$ cat src/rtl/matriz_loader.sv
// ---------------------------------------------------------------------------
// matriz_loader
//
// Front end for the determinant units. Elements arrive one byte per
// valid/ready handshake in row-major order and are packed into a
// DIM_MAX x DIM_MAX bus. Element (i,j) occupies bits
// [(i*DIM_MAX + j)*ELEM_W +: ELEM_W]. Only the top-left NxN block is ever
// written; every other position stays zero, so the downstream blocks can
// always work on the full bus.
//
// Ports
//   clk          : system clock, rising edge
//   rst          : synchronous, active-high reset
//   start        : one-cycle pulse that begins a load of dimension 'size'
//   size         : matrix dimension N, legal 2..DIM_MAX, sampled with start
//   in_valid     : in_data carries an element
//   in_data      : element byte (raw bits)
//   in_ready     : an element is accepted this cycle if in_valid is high
//   matriz_A     : packed matrix, row-major
//   matrix_valid : matriz_A holds a complete NxN matrix
//   busy         : a load is in progress
//   done         : one-cycle pulse the cycle after the last element lands
//   size_err     : one-cycle pulse after a start with an illegal size
// ---------------------------------------------------------------------------
module matriz_loader #(
    parameter int ELEM_W  = 8,
    parameter int DIM_MAX = 5
) (
    input  logic                                clk,
    input  logic                                rst,
    input  logic                                start,
    input  logic [2:0]                          size,
    input  logic                                in_valid,
    input  logic [ELEM_W-1:0]                   in_data,
    output logic                                in_ready,
    output logic [DIM_MAX*DIM_MAX*ELEM_W-1:0]   matriz_A,
    output logic                                matrix_valid,
    output logic                                busy,
    output logic                                done,
    output logic                                size_err
);

    localparam int BUS_W = DIM_MAX * DIM_MAX * ELEM_W;
    localparam int IDX_W = $clog2(DIM_MAX * DIM_MAX);

    typedef enum logic [1:0] {
        S_IDLE = 2'd0,
        S_LOAD = 2'd1,
        S_FULL = 2'd2
    } state_t;

    state_t             state_q, state_d;
    logic [2:0]         n_q, n_d;
    logic [2:0]         row_q, row_d;
    logic [2:0]         col_q, col_d;
    logic [BUS_W-1:0]   mat_q, mat_d;
    logic               done_q, done_d;
    logic               size_err_q, size_err_d;

    logic               start_ok;
    logic               accept;
    logic               last_elem;
    logic [IDX_W-1:0]   wr_idx;

    // Dimensions 0, 1 and anything above DIM_MAX are rejected.
    function automatic logic size_legal(input logic [2:0] s);
        return (s >= 3'd2) && (32'(s) <= DIM_MAX);
    endfunction

    always_ff @(posedge clk) begin
        if (rst) begin
            state_q    <= S_IDLE;
            n_q        <= '0;
            row_q      <= '0;
            col_q      <= '0;
            mat_q      <= '0;
            done_q     <= 1'b0;
            size_err_q <= 1'b0;
        end else begin
            state_q    <= state_d;
            n_q        <= n_d;
            row_q      <= row_d;
            col_q      <= col_d;
            mat_q      <= mat_d;
            done_q     <= done_d;
            size_err_q <= size_err_d;
        end
    end

    always_comb begin
        state_d    = state_q;
        n_d        = n_q;
        row_d      = row_q;
        col_d      = col_q;
        mat_d      = mat_q;
        done_d     = 1'b0;
        size_err_d = 1'b0;

        start_ok   = start && size_legal(size);
        accept     = (state_q == S_LOAD) && in_valid;
        last_elem  = (row_q == n_q - 3'd1) && (col_q == n_q - 3'd1);
        wr_idx     = IDX_W'(row_q) * IDX_W'(DIM_MAX) + IDX_W'(col_q);

        if (start_ok) begin
            // A legal start always wins over a same-edge handshake: the
            // byte on in_data is dropped along with any partial matrix.
            mat_d   = '0;
            n_d     = size;
            row_d   = '0;
            col_d   = '0;
            state_d = S_LOAD;
        end else begin
            // An illegal start only flags; any load in progress carries on.
            if (start) begin
                size_err_d = 1'b1;
            end
            if (accept) begin
                mat_d[32'(wr_idx) * ELEM_W +: ELEM_W] = in_data;
                if (last_elem) begin
                    row_d   = '0;
                    col_d   = '0;
                    state_d = S_FULL;
                    done_d  = 1'b1;
                end else if (col_q == n_q - 3'd1) begin
                    col_d = '0;
                    row_d = row_q + 3'd1;
                end else begin
                    col_d = col_q + 3'd1;
                end
            end
        end
    end

    assign in_ready     = (state_q == S_LOAD);
    assign busy         = (state_q == S_LOAD);
    assign matrix_valid = (state_q == S_FULL);
    assign matriz_A     = mat_q;
    assign done         = done_q;
    assign size_err     = size_err_q;

endmodule

$ cat config.mk
export PLATFORM = sky130hd
export DESIGN_NAME = matriz_loader
export DESIGN_NICKNAME = d
export VERILOG_FILES = /design/src/rtl/matriz_loader.sv
export SDC_FILE = /design/constraint.sdc
export NUM_CORES = 1
export LEC_CHECK = 0
export BUFFER_PORTS_ARGS = -buffer_cell sky130_fd_sc_hd__buf_2
export CAP_MARGIN = 10
export CELL_PAD_IN_SITES_DETAIL_PLACEMENT = 1
export CELL_PAD_IN_SITES_GLOBAL_PLACEMENT = 2
export CORE_UTILIZATION = 29
export CTS_BUF_LIST = sky130_fd_sc_hd__clkbuf_16
export CTS_CLUSTER_DIAMETER = 150
export DETAILED_ROUTE_END_ITERATION = 12
export PLACE_DENSITY = 0.78
export SYNTH_ARGS = -nofsm -noshare
export SYNTH_HDL_FRONTEND = slang
export SYNTH_SLANG_ARGS = --single-unit
$ cat constraint.sdc
create_clock -name clk -period 3.78 [get_ports clk]
set_input_delay 0.189 -clock clk [delete_from_list [all_inputs] [get_ports clk]]
set_output_delay 0.189 -clock clk [all_outputs]
set_load 0.005 [all_outputs]
After elaboration in Yosys (flattened, before gate mapping)
Cells that the tools add are included.

Output and inout bits: 205. Input port bits: 15. Bits in registers: 213. Logic and storage cells: 45.

$add $sub $neg: 5. Bitwise gates (word level): 1. Multiplexer cells: 10. Reductions and logical operators: 12. Equal/unequal tests: 4. Magnitude comparators: 2. Shift operators: 2. $mul: 1.

Operator list (count): bitwise mux 200 bit (1); variable shift 8 x 34 -> 200 bit (first input constant) (1); variable part select 8 x 34 -> 200 bit (1); negator 8 -> 34 bit (1); two-way mux 3 bit (4); adder 3 x 1 -> 3 bit (second input constant) (2); equality test 3 bit (2); AND reduction 2 bit (3); nonzero test 2 bit (3); adder 5 x 3 -> 5 bit (1); multiplier 3 x 3 -> 5 bit (second input constant) (1); two-way mux 1 bit (5); logical AND 1 bit (4); greater-or-equal comparator 3 x 2 -> 1 bit (second input constant) (1); less-or-equal comparator 3 bit (second input constant) (1); OR reduction 3 bit (1); subtractor 3 x 1 -> 3 bit (second input constant) (1); equality test 2 x 1 -> 1 bit (second input constant) (1); equality test 2 bit (second input constant) (1); OR reduction 2 bit (1); NOT 1 bit (1).

Depth between registers and ports, before layout
Gate-level depths: netlist (run 1).

Depth after elaboration: 6. Mapped depth: 13.

Worst setup path before layout (run 1)
Ideal clock, no wire load.

Path kind: register -> register. From: register row_q[0]. To: register mat_q[8], in the netlist matriz_A[8]. Setup time: 0.128 ns. Clock period less this slack: 3.828 ns. Path buffers: 0. Path slack: -0.048 ns. Arrival: 3.701 ns. Cell stages (with the launch flop): 13. Cells stage by stage: dfxtp_1 > ha_1 > ha_1 > fa_1 > xor2_4 > nor2_1 > and2_1 > ha_1 > nor4bb_1 > nand3_1 > nor2_2 > mux2i_1 > nor2_1.

Longest elaborated chain between the ends: 5. Elaborated cells on any way between the ends: 6.

RTL lines: from (decl) (line 54) `logic [2:0] row_q, row_d;`; from (signal assigned) (line 82) `row_q <= row_d;`; multiplier 3 x 3 -> 5 bit * (line 102) `wr_idx = IDX_W'(row_q) * IDX_W'(DIM_MAX) + IDX_W'(col_q);`; adder 5 x 3 -> 5 bit * (line 102); negator 8 -> 34 bit * (line 118) `mat_d[32'(wr_idx) * ELEM_W +: ELEM_W] = in_data;`; variable part select 8 x 34 -> 200 bit / variable shift 8 x 34 -> 200 bit (equally long branches) (line 118); bitwise mux 200 bit * (line 118); to (signal assigned) (line 84) `mat_q <= mat_d;`; to (decl) (line 56) `logic [BUS_W-1:0] mat_q, mat_d;`.

Mark *: on every way between the ends. The rest lies on a longest branch, timed or not. A chain may end at the register's enable or synchronous reset.

Worst setup path in the final report (run 1)
From: register row_q[0]. To: register mat_q[9], in the netlist matriz_A[9].

The elaborated chain is that of the path after synthesis.

==> metrics.txt, run 1 <==
status completed; vias in the first global route between 8k and 9k; wire per inst 19.79 um; Req. time, crit path 4.16 ns; fin nets 1245; antenna-violating nets left 0; via count 8051; CP Launch Type flip-flop; DR vias/cell 4.958; sequential fraction of the synthesis area 0.4778; Syn. warnings 0; reg2reg end matriz_A[9]; GRT Util Overall 0.2007; Top FF cell, synth dfxtp_1; r2r startpoint row_q[0]; Antenna diodes 0; drt initial violations between 500 and 600; Worst slew margin 0.3589; WS Path Type reg2reg; Reg2Reg Depth 14; pin count of the biggest net entering global routing 86; Syn Inst Count 963; Port Buf Inserts around 220; number of buffers on the longest clock path 3; Clock transition at path regs 0.06 ns; crit path time final between 3 and 4 ns; RSZ-0062 raised after global routing no; CP endpoint kind flip-flop; commonest non-fill, non-tap cell in the layout buf_2; total wire length 32140 um; dpl cells 1574; final hold violations 0; total core area ~30000 sq um; Routed met3 length 2111 um; slew of the pin with the lowest slew margin 0.9529 ns; antenna violations before repair 0; total grt overflow 0; R2R Setup Slk 0.18 ns; clk root buf clkbuf_16; Netlist cell types 67; DP Area 10810 sq um; max-capacitance violation count 0; Post-Layout Cell Count 1624; fraction of registers with async set/reset 0; setup TNS after final layout 0 ns; worst skew pair latency 0.52 ns; net count after synthesis between 900 and 1k; syn avg cell area 9.266 sq um; fin. max-slew vios 0; Num Clock Sinks 213; Starting Density 0.2979; share of cells above drive strength 1 0.2966; met2 wire length ~14000 um; Peak VDD IR approximately 0.32 mV; die area 31480 sq um; cell area power density around 400 nW/um^2; fill cell count about 3.5k; dpl hpwl 23410 um; Placement Rows 63; Final Cycle Share 0.9520; Die X-Extent 177.4 um; Power Total 4690 uW; top-level I/O count 220; drt drc 0; Multi-input gate area approximately 4400 sq um; CP Capture Point matriz_A[9]; uppermost layer routed met4; wl on met1 14810 um; chip height 177.4 um; TritonCTS clock tree done; f_max 0.2779 GHz; Final Instance Area 11660 sq um; global-route wire length before repair 48620 um; Hold WC Path Type in2reg; Yosys reg bits 213; worst setup path startpoint row_q[0]; gp weighted congestion 0.8345; TritonCTS buffer count 24; CP Data Arrival Time 3.98 ns; Seq. cell area 4264 sq um; H-tree Lvls 1; Core Util, Final 0.3894; Layout Skew 0.01087 ns; Setup violations, final 0; Post-synth EDFFs 0; mapped cell area 8924 sq um; Area Overhead vs Synth 30.71%; Pleak 0.005093 uW; Worst Path Max Fanout 8; drt pass-1 iters 4; Setup Buffers After CTS 0; commonest cells after routing, fill and taps aside buf_2, dfxtp_1, nand2_1
[layer usage]
layer  vias to the layer above  global-route usage
met5                         -                   0
met4                         0             0.05271
met3                        40             0.04584
met2                       225              0.3237
met1                      3891              0.2678
li1                       3895                   -
[sequential cells by signal, indices dropped and copies added (netlist names)]
register and count:
done 1, col_q 3, state_q 2, row_q 3, n_q 3, size_err 1
matriz_A 200
[timing repair]
item / in CTS / in global routing
hold endpoints to repair: 3 / 0
endpoints found under the setup margin: 6 / 168
resized for setup: 2 / 17
hold buffers: 5 / 0
cloned: 0 / 1
pin swaps: 0 / 4
[area by class of cell]
type | instances | area share
inverter | 15 | 0.004827
timing repair buffer | 291 | 0.1460
clock inverter | 19 | 0.007724
multi-input combinational | 671 | 0.3804
sequential | 213 | 0.3656
tap | 390 | 0.04184
clock buffer | 25 | 0.05364
[how the worst min path moves through the flow]
stage	from	end	slack, ns	depth (start not counted)
finish	in_data[0]	matriz_A[80]	0.03	3
global route	start	size_err	0.06	2
CTS	in_data[1]	matriz_A[81]	0.03	3
detailed placement	matriz_A[46]	matriz_A[46]	0.45	2
global placement	matriz_A[46]	matriz_A[46]	0.44	2
floorplan	in_data[0]	matriz_A[144]	0.31	1
[where the power goes]
part / switching, uW / total (uW) / internal, uW
clock: 951 / 2140 / 1190
combinational: 210 / 290 / 79.5
sequential: 5.62 / 2260 / 2250
total: 1170 / 4690 / 3520
[worst max-delay path, stage by stage (launching register included)]
cell and delay (ns):
dfxtp_1 0.32, ha_1 0.33, ha_4 0.24, ha_1 0.28, and3_4 0.18, or3_1 0.38, and2_1 0.20, ha_4 0.18
nor4bb_4 0.37, nand3_2 0.17, buf_4 0.20, nor2_2 0.12, buf_4 0.22, mux2i_1 0.22, nor2_1 0.06
[synth_stat cells, drive strengths merged (2+ instances only)]
library cell	n	share of area
dfxtp	213	0.48
nand2	148	0.063
mux2i	95	0.11
nor2	82	0.036
nand3	81	0.046
o21ai	47	0.027
clkbuf	40	0.017
a21oi	33	0.019
o31ai	32	0.029
o211ai	26	0.023
buf	24	0.013
a22o	16	0.016
nand4	16	0.013
inv	15	0.0063
ha	13	0.018
xnor2	11	0.013
nand2b	9	0.0063
nor3	8	0.0081
and2	7	0.0049
and3	6	0.0048
nor4	5	0.0076
nor2b	4	0.0028
xor2	4	0.0060
a21o	3	0.0025
o311ai	3	0.0055
a2111oi	2	0.0048
a31oi	2	0.0031
o22ai	2	0.0014
or3	2	0.0014
[per-stage QoR]
stage          hold slack [ns]  worst slack (ns)
3_5_place_dp            0.4495        -0.0006943
6_report               0.03432            0.1813
2_1_floorplan           0.3147         -0.005105
4_1_cts                0.02546          0.003177
5_1_grt                0.06077          0.005088
3_3_place_gp            0.4400            0.1030
[logic make-up (layout without fill, tap and decap cells)]
| logic type | after synthesis | after routing | synth area share |
|---|---|---|---|
| fa+ha+maj | 14 | 14 | 0.02047 |
| buf+inv | 79 | 350 | 0.03660 |
| xor+xnor | 15 | 15 | 0.01935 |
| simple gates | 375 | 375 | 0.2008 |
| compound gates | 172 | 172 | 0.1384 |
| flops | 213 | 213 | 0.4778 |
| mux | 95 | 95 | 0.1066 |
(Power assumes the default switching activity.)
==> run 2: changes to the inputs <==
- CELL_PAD_IN_SITES_DETAIL_PLACEMENT: 1 -> 0
- CORE_MARGIN: not set -> 2
==> run 2 against run 1 <==
Highest routed layer unchanged. Sequential power hardly changed. Critical path depth shrank 1. Critical path type unchanged. Clock power is 2% higher. Via count down 1.3%. Flip-flop and latch count unchanged. Combinational power shrank 2%. Final area shrank 0.16%. Largest cell class unchanged. Non-clock buffer count stayed put. First-iteration DRC count rose by 11%.
==> metrics.txt, run 2 (synthesis gave the netlist of run 1 again) <==
die area 32190 sq um; status completed; f_max 0.2780 GHz; commonest non-fill, non-tap cell in the layout buf_2; CP endpoint kind flip-flop; commonest cells after routing, fill and taps aside buf_2, dfxtp_1, nand2_1; total wire length 30640 um; RSZ-0062 raised after global routing no; Setup violations, final 0; number of buffers on the longest clock path 3; antenna-violating nets left 0; fin. max-slew vios 0; global-route wire length before repair 46850 um; Port Buf Inserts 219; vias in the first global route 7699; Area Overhead vs Synth 30.50%; wire per inst around 19 um; CP Launch Type flip-flop; clk root buf clkbuf_16; H-tree Lvls 1; Req. time, crit path between 4 and 5 ns; Layout Skew around 0.018 ns; drt initial violations 558; CP dominant cell by count ha_1; TritonCTS buffer count 24; CP bufs+invs 1; max-capacitance violation count 0; total grt overflow 0; share of cells above drive strength 1 0.2968; Post-Layout Cell Count 1629; WS Path Type reg2reg; cell area power density approximately 410 nW/um^2; Starting Density 0.2933; dpl hpwl approximately 22000 um; pin count of the biggest net entering global routing 57; Power Total 4728 uW; critical path cell sequence ha_1, ha_1, ha_1, and3_4, or3_1, and2_1, ha_4, nor4bb_4, nand2_1, buf_4, a31oi_4, o211ai_4, mux2i_1; GRT Util Overall 0.1836; Num Clock Sinks about 210; CP Data Arrival Time roughly 4 ns; Antenna diodes 0; drt drc 0; slew of the pin with the lowest slew margin ~0.91 ns; Peak VDD IR 0.3081 mV; crit path time final 3.597 ns; antenna violations before repair 0; TritonCTS clock tree done; Placement Rows 64; Largest register FFs 200; gp weighted congestion 0.8515; Worst slew margin 0.3877; Final Instance Area 11640 sq um; Die X-Extent 179.4 um; worst skew pair latency 0.53 ns; chip height roughly 180 um; CP peak stage delay approximately 0.38 ns; Pleak between 0.005 and 0.006 uW; drt pass-1 iters 5; dpl cells approximately 1.6k; setup TNS after final layout 0 ns; Clock transition at path regs 0.06 ns; fin nets 1245; Final Cycle Share 0.9515; top-level I/O count 220; final hold violations 0; DR vias/cell 4.879; critical path's top delay family simple AND/OR/NAND/NOR gates; Hold WC Path Type in2reg; total core area 30430 sq um; Worst Path Max Fanout 8; Worst path slowest cell or3_1; via count about 8k; DP Area 10820 sq um
## run 2: what timing repair did
action	in CTS	in global routing
hold endpoints to repair	3	0
setup buffers	0	0
setup endpoints to repair	16	168
gates cloned	0	0
gates resized for setup	3	11
hold buffers	4	0
## run 2: through the flow
stage,util,setup slack [ns],hold slack [ns]
6_report,0.3827,0.1832,0.01837
5_1_grt,0.3827,0.006321,0.02117
4_1_cts,0.3809,0.0005445,0.007291
3_5_place_dp,0.3555,-0.05152,0.4485
3_3_place_gp,0.3555,0.03292,0.4397
2_1_floorplan,-,-0.005105,0.3147
## run 2: layout make-up
cell class	instances	area, sq um
clock buffer	24	600.6
clock inverter	19	126.4
fill	3176	18780
inverter	15	56.30
multi-input combinational	671	4414
sequential	213	4264
tap	396	495.5
timing repair buffer	291	1688
## run 2: final timing paths
path,from,end,slack [ns],cells past startpoint
worst min-delay path,in_data[1],matriz_A[81],0.02,3
worst max-delay path,row_q[0],matriz_A[117],0.18,13
worst max register to register,row_q[0],matriz_A[117],0.18,13
worst min register to register,matriz_A[98],matriz_A[98],0.45,2
## run 2: power breakdown
group / internal, uW / total, uW / switching, uW
clock: 1220 / 2190 / 965
sequential: 2250 / 2260 / 5.31
combinational: 76.6 / 284 / 207
## run 2: routing by layer
metal,global-route usage,share of wire,up-vias
met5,0,0,-
met4,0.03675,0.015,0
met3,0.04822,0.082,36
met2,0.2783,0.43,246
met1,0.2628,0.47,3765
li1,-,-,3901
## run 2: worst min-delay path, cell delays in order
cell     delay (ns)
buf_2          0.18
nand2_1        0.08
mux2i_1        0.05
==> run 3: changes to the inputs <==
- CORE_UTILIZATION: 29 -> 34
- PLACE_DENSITY: 0.78 -> 0.86
- clock period: 3.78 -> 4.15 ns (I/O delays scaled with it)
==> run 3 against run 2 <==
Register-to-register slack is essentially flat. Largest power group unchanged. Setup slack worse by 0.0017 ns. Sequential power decreased by 9%. Flip-flop and latch count unchanged. Largest cell class unchanged. Routed wire length down 4.7%. Critical endpoint is now matriz_A[56]. Count of clock-buffer cells in the layout is 1 higher. Non-clock buffer count is 23 lower.
==> metrics.txt, run 3 (synthesis gave the netlist of run 1 again) <==
total grt overflow 0; Post-Layout Cell Count 1544; die area approximately 28000 sq um; Pleak between 0.005 and 0.006 uW; Req. time, crit path 4.49 ns; Layout Skew about 0.012 ns; switching power ~1000 uW; CP Launch Type flip-flop; Power Total 4274 uW; fin nets ~1.2k; slew of the pin with the lowest slew margin 1.169 ns; Largest register FFs 200; dpl cells 1496; Seq. cell area approximately 4300 sq um; antenna-violating nets left 0; clock share of power 0.462; critical path's top delay family adder cells; Antenna diodes 0; drt pass-1 iters 5; Clock transition at path regs 0.06 ns; share of cells above drive strength 1 0.2821; Die X-Extent 166.0 um; number of buffers on the longest clock path 3; critical path cell sequence ha_1, ha_1, ha_1, and3_4, or3_1, and2_1, ha_2, inv_1, nor3_2, buf_4, o311ai_2, nand3_1, o21ai_0; CP peak stage delay 0.45 ns; max-capacitance violation count 0; Port Buf Inserts 219; commonest non-fill, non-tap cell in the layout buf_2; Int Power between 3000 and 4000 uW; Worst Hold End n_q[2]; final hold violations 0; CP dominant cell by count ha_1; crit path time final 3.969 ns; Num Clock Sinks 213; min-delay src size[1]; global-route wire length before repair 44840 um; H-tree Lvls 1; Placement Rows a little under 60; total core area 25910 sq um; f_max roughly 0.25 GHz; TritonCTS clock tree done; status completed; drt initial violations 583; fin. max-slew vios 0; Starting Density 0.3444; GRT Util Overall 0.2033; dpl hpwl 20980 um; CP bufs+invs 2; Peak VDD IR around 0.23 mV; Area Overhead vs Synth 26.85%; fill cell count between 2k and 3k; TritonCTS buffer count 24; Setup violations, final 0; pin count of the biggest net entering global routing 43; r2r startpoint row_q[2]; wire per inst 18.92 um; gp weighted congestion 0.9027; Worst slew margin 0.2192; worst slack at placement 0.09264 ns; chip height roughly 170 um; Reg2Reg Depth 13; Multi-input gate area approximately 4400 sq um; top-level I/O count 220; switching part of the total 0.2386; drt drc 0; vias in the first global route 7506; WS Path Type reg2reg; Core Util, Final 0.4369; commonest cells after routing, fill and taps aside buf_2, dfxtp_1, nand2_1; register share of total power 0.481; Worst path slowest cell or3_1; Final WS setup ~0.18 ns; RSZ-0062 raised after global routing yes; Hold WC Path Type in2reg; cell area power density about 380 nW/um^2; CP endpoint kind flip-flop; antenna violations before repair 0; clk root buf clkbuf_16; DR vias/cell 5.096; CP Data Arrival Time 4.31 ns; combinational share of power 0.057; hold path depth 4; Final Cycle Share 0.9563; reg2reg end matriz_A[56]; worst skew pair latency 0.52 ns; Worst Path Max Fanout 16; via count slightly below 8k; R2R Setup Slk 0.18 ns; total wire length 29210 um
-- run 3: cell count changes in the layout (fill, tap and decap cells not counted), moves of 2 or more --
| cell | delta |
|---|---|
| and3_1 | +2 |
| and3_2 | -2 |
| buf_12 | -2 |
| buf_4 | -18 |
| clkinv_1 | -4 |
| clkinvlp_4 | -3 |
| dlygate4sd3_1 | -2 |
| inv_1 | +4 |
-- run 3: per-stage QoR --
step / hold slack, ns / setup TNS (ns) / cell area (sq um)
after detailed placement: 0.4438 / 0 / 10520
after global routing: 0.02574 / -0.3059 / 11320
after CTS: 0.01089 / 0 / 11260
after floorplan: 0.3332 / 0 / 8924
after global placement: 0.4360 / 0 / 10520
final: 0.02523 / 0 / 11320
-- run 3: layout make-up --
type	count	share of cell area
multi-input combinational	671	0.3861
clock inverter	17	0.008953
inverter	15	0.004974
clock buffer	25	0.05527
timing repair buffer	268	0.1309
tap	335	0.03703
sequential	213	0.3768
-- run 3: worst max-delay path by stage --
stage / from / endpoint / slack, ns / cells past startpoint
6_report: row_q[2] / matriz_A[56] / 0.18 / 13
3_3_place_gp: row_q[0] / matriz_A[90] / 0.18 / 13
3_5_place_dp: row_q[0] / matriz_A[144] / 0.09 / 11
2_1_floorplan: row_q[0] / matriz_A[8] / 0.32 / 12
5_1_grt: row_q[2] / matriz_A[125] / -0.03 / 13
4_1_cts: row_q[0] / matriz_A[144] / 0.07 / 11
-- run 3: layer usage --
layer | GRT usage | wire length [um] | up-vias
met4 | 0.03440 | 312 | 0
met1 | 0.2886 | 13790 | 3757
met2 | 0.3172 | 13030 | 226
li1 | - | - | 3859
met3 | 0.05076 | 2077 | 26
met5 | 0 | 0 | -
-- run 3: repair_timing --
| item | in CTS | in global routing |
|---|---|---|
| endpoints found under the setup margin | 0 | 129 |
| buffers inserted | 0 | 4 |
| hold endpoints to repair | 2 | 0 |
| hold buffers | 2 | 0 |
| resized for setup | 0 | 8 |
-- run 3: power by group through the flow --
stage               combinational [uW]  sequential [uW]  clock, uW
floorplan                          146             2100          0
global placement                   241             2100          0
detailed placement                 241             2100          0
CTS                                243             2060       2030
global route                       264             2050       2120
finish                             244             2060       1970
-- run 3: worst register-to-register path, cell delays in order (launching register included) --
cell and delay [ns]:
dfxtp_1 0.41, ha_1 0.26, ha_1 0.32, ha_1 0.31, and3_4 0.21, or3_1 0.45, and2_1 0.20, ha_2 0.41
inv_1 0.16, nor3_2 0.20, buf_4 0.19, o311ai_2 0.37, nand3_1 0.21, o21ai_0 0.09
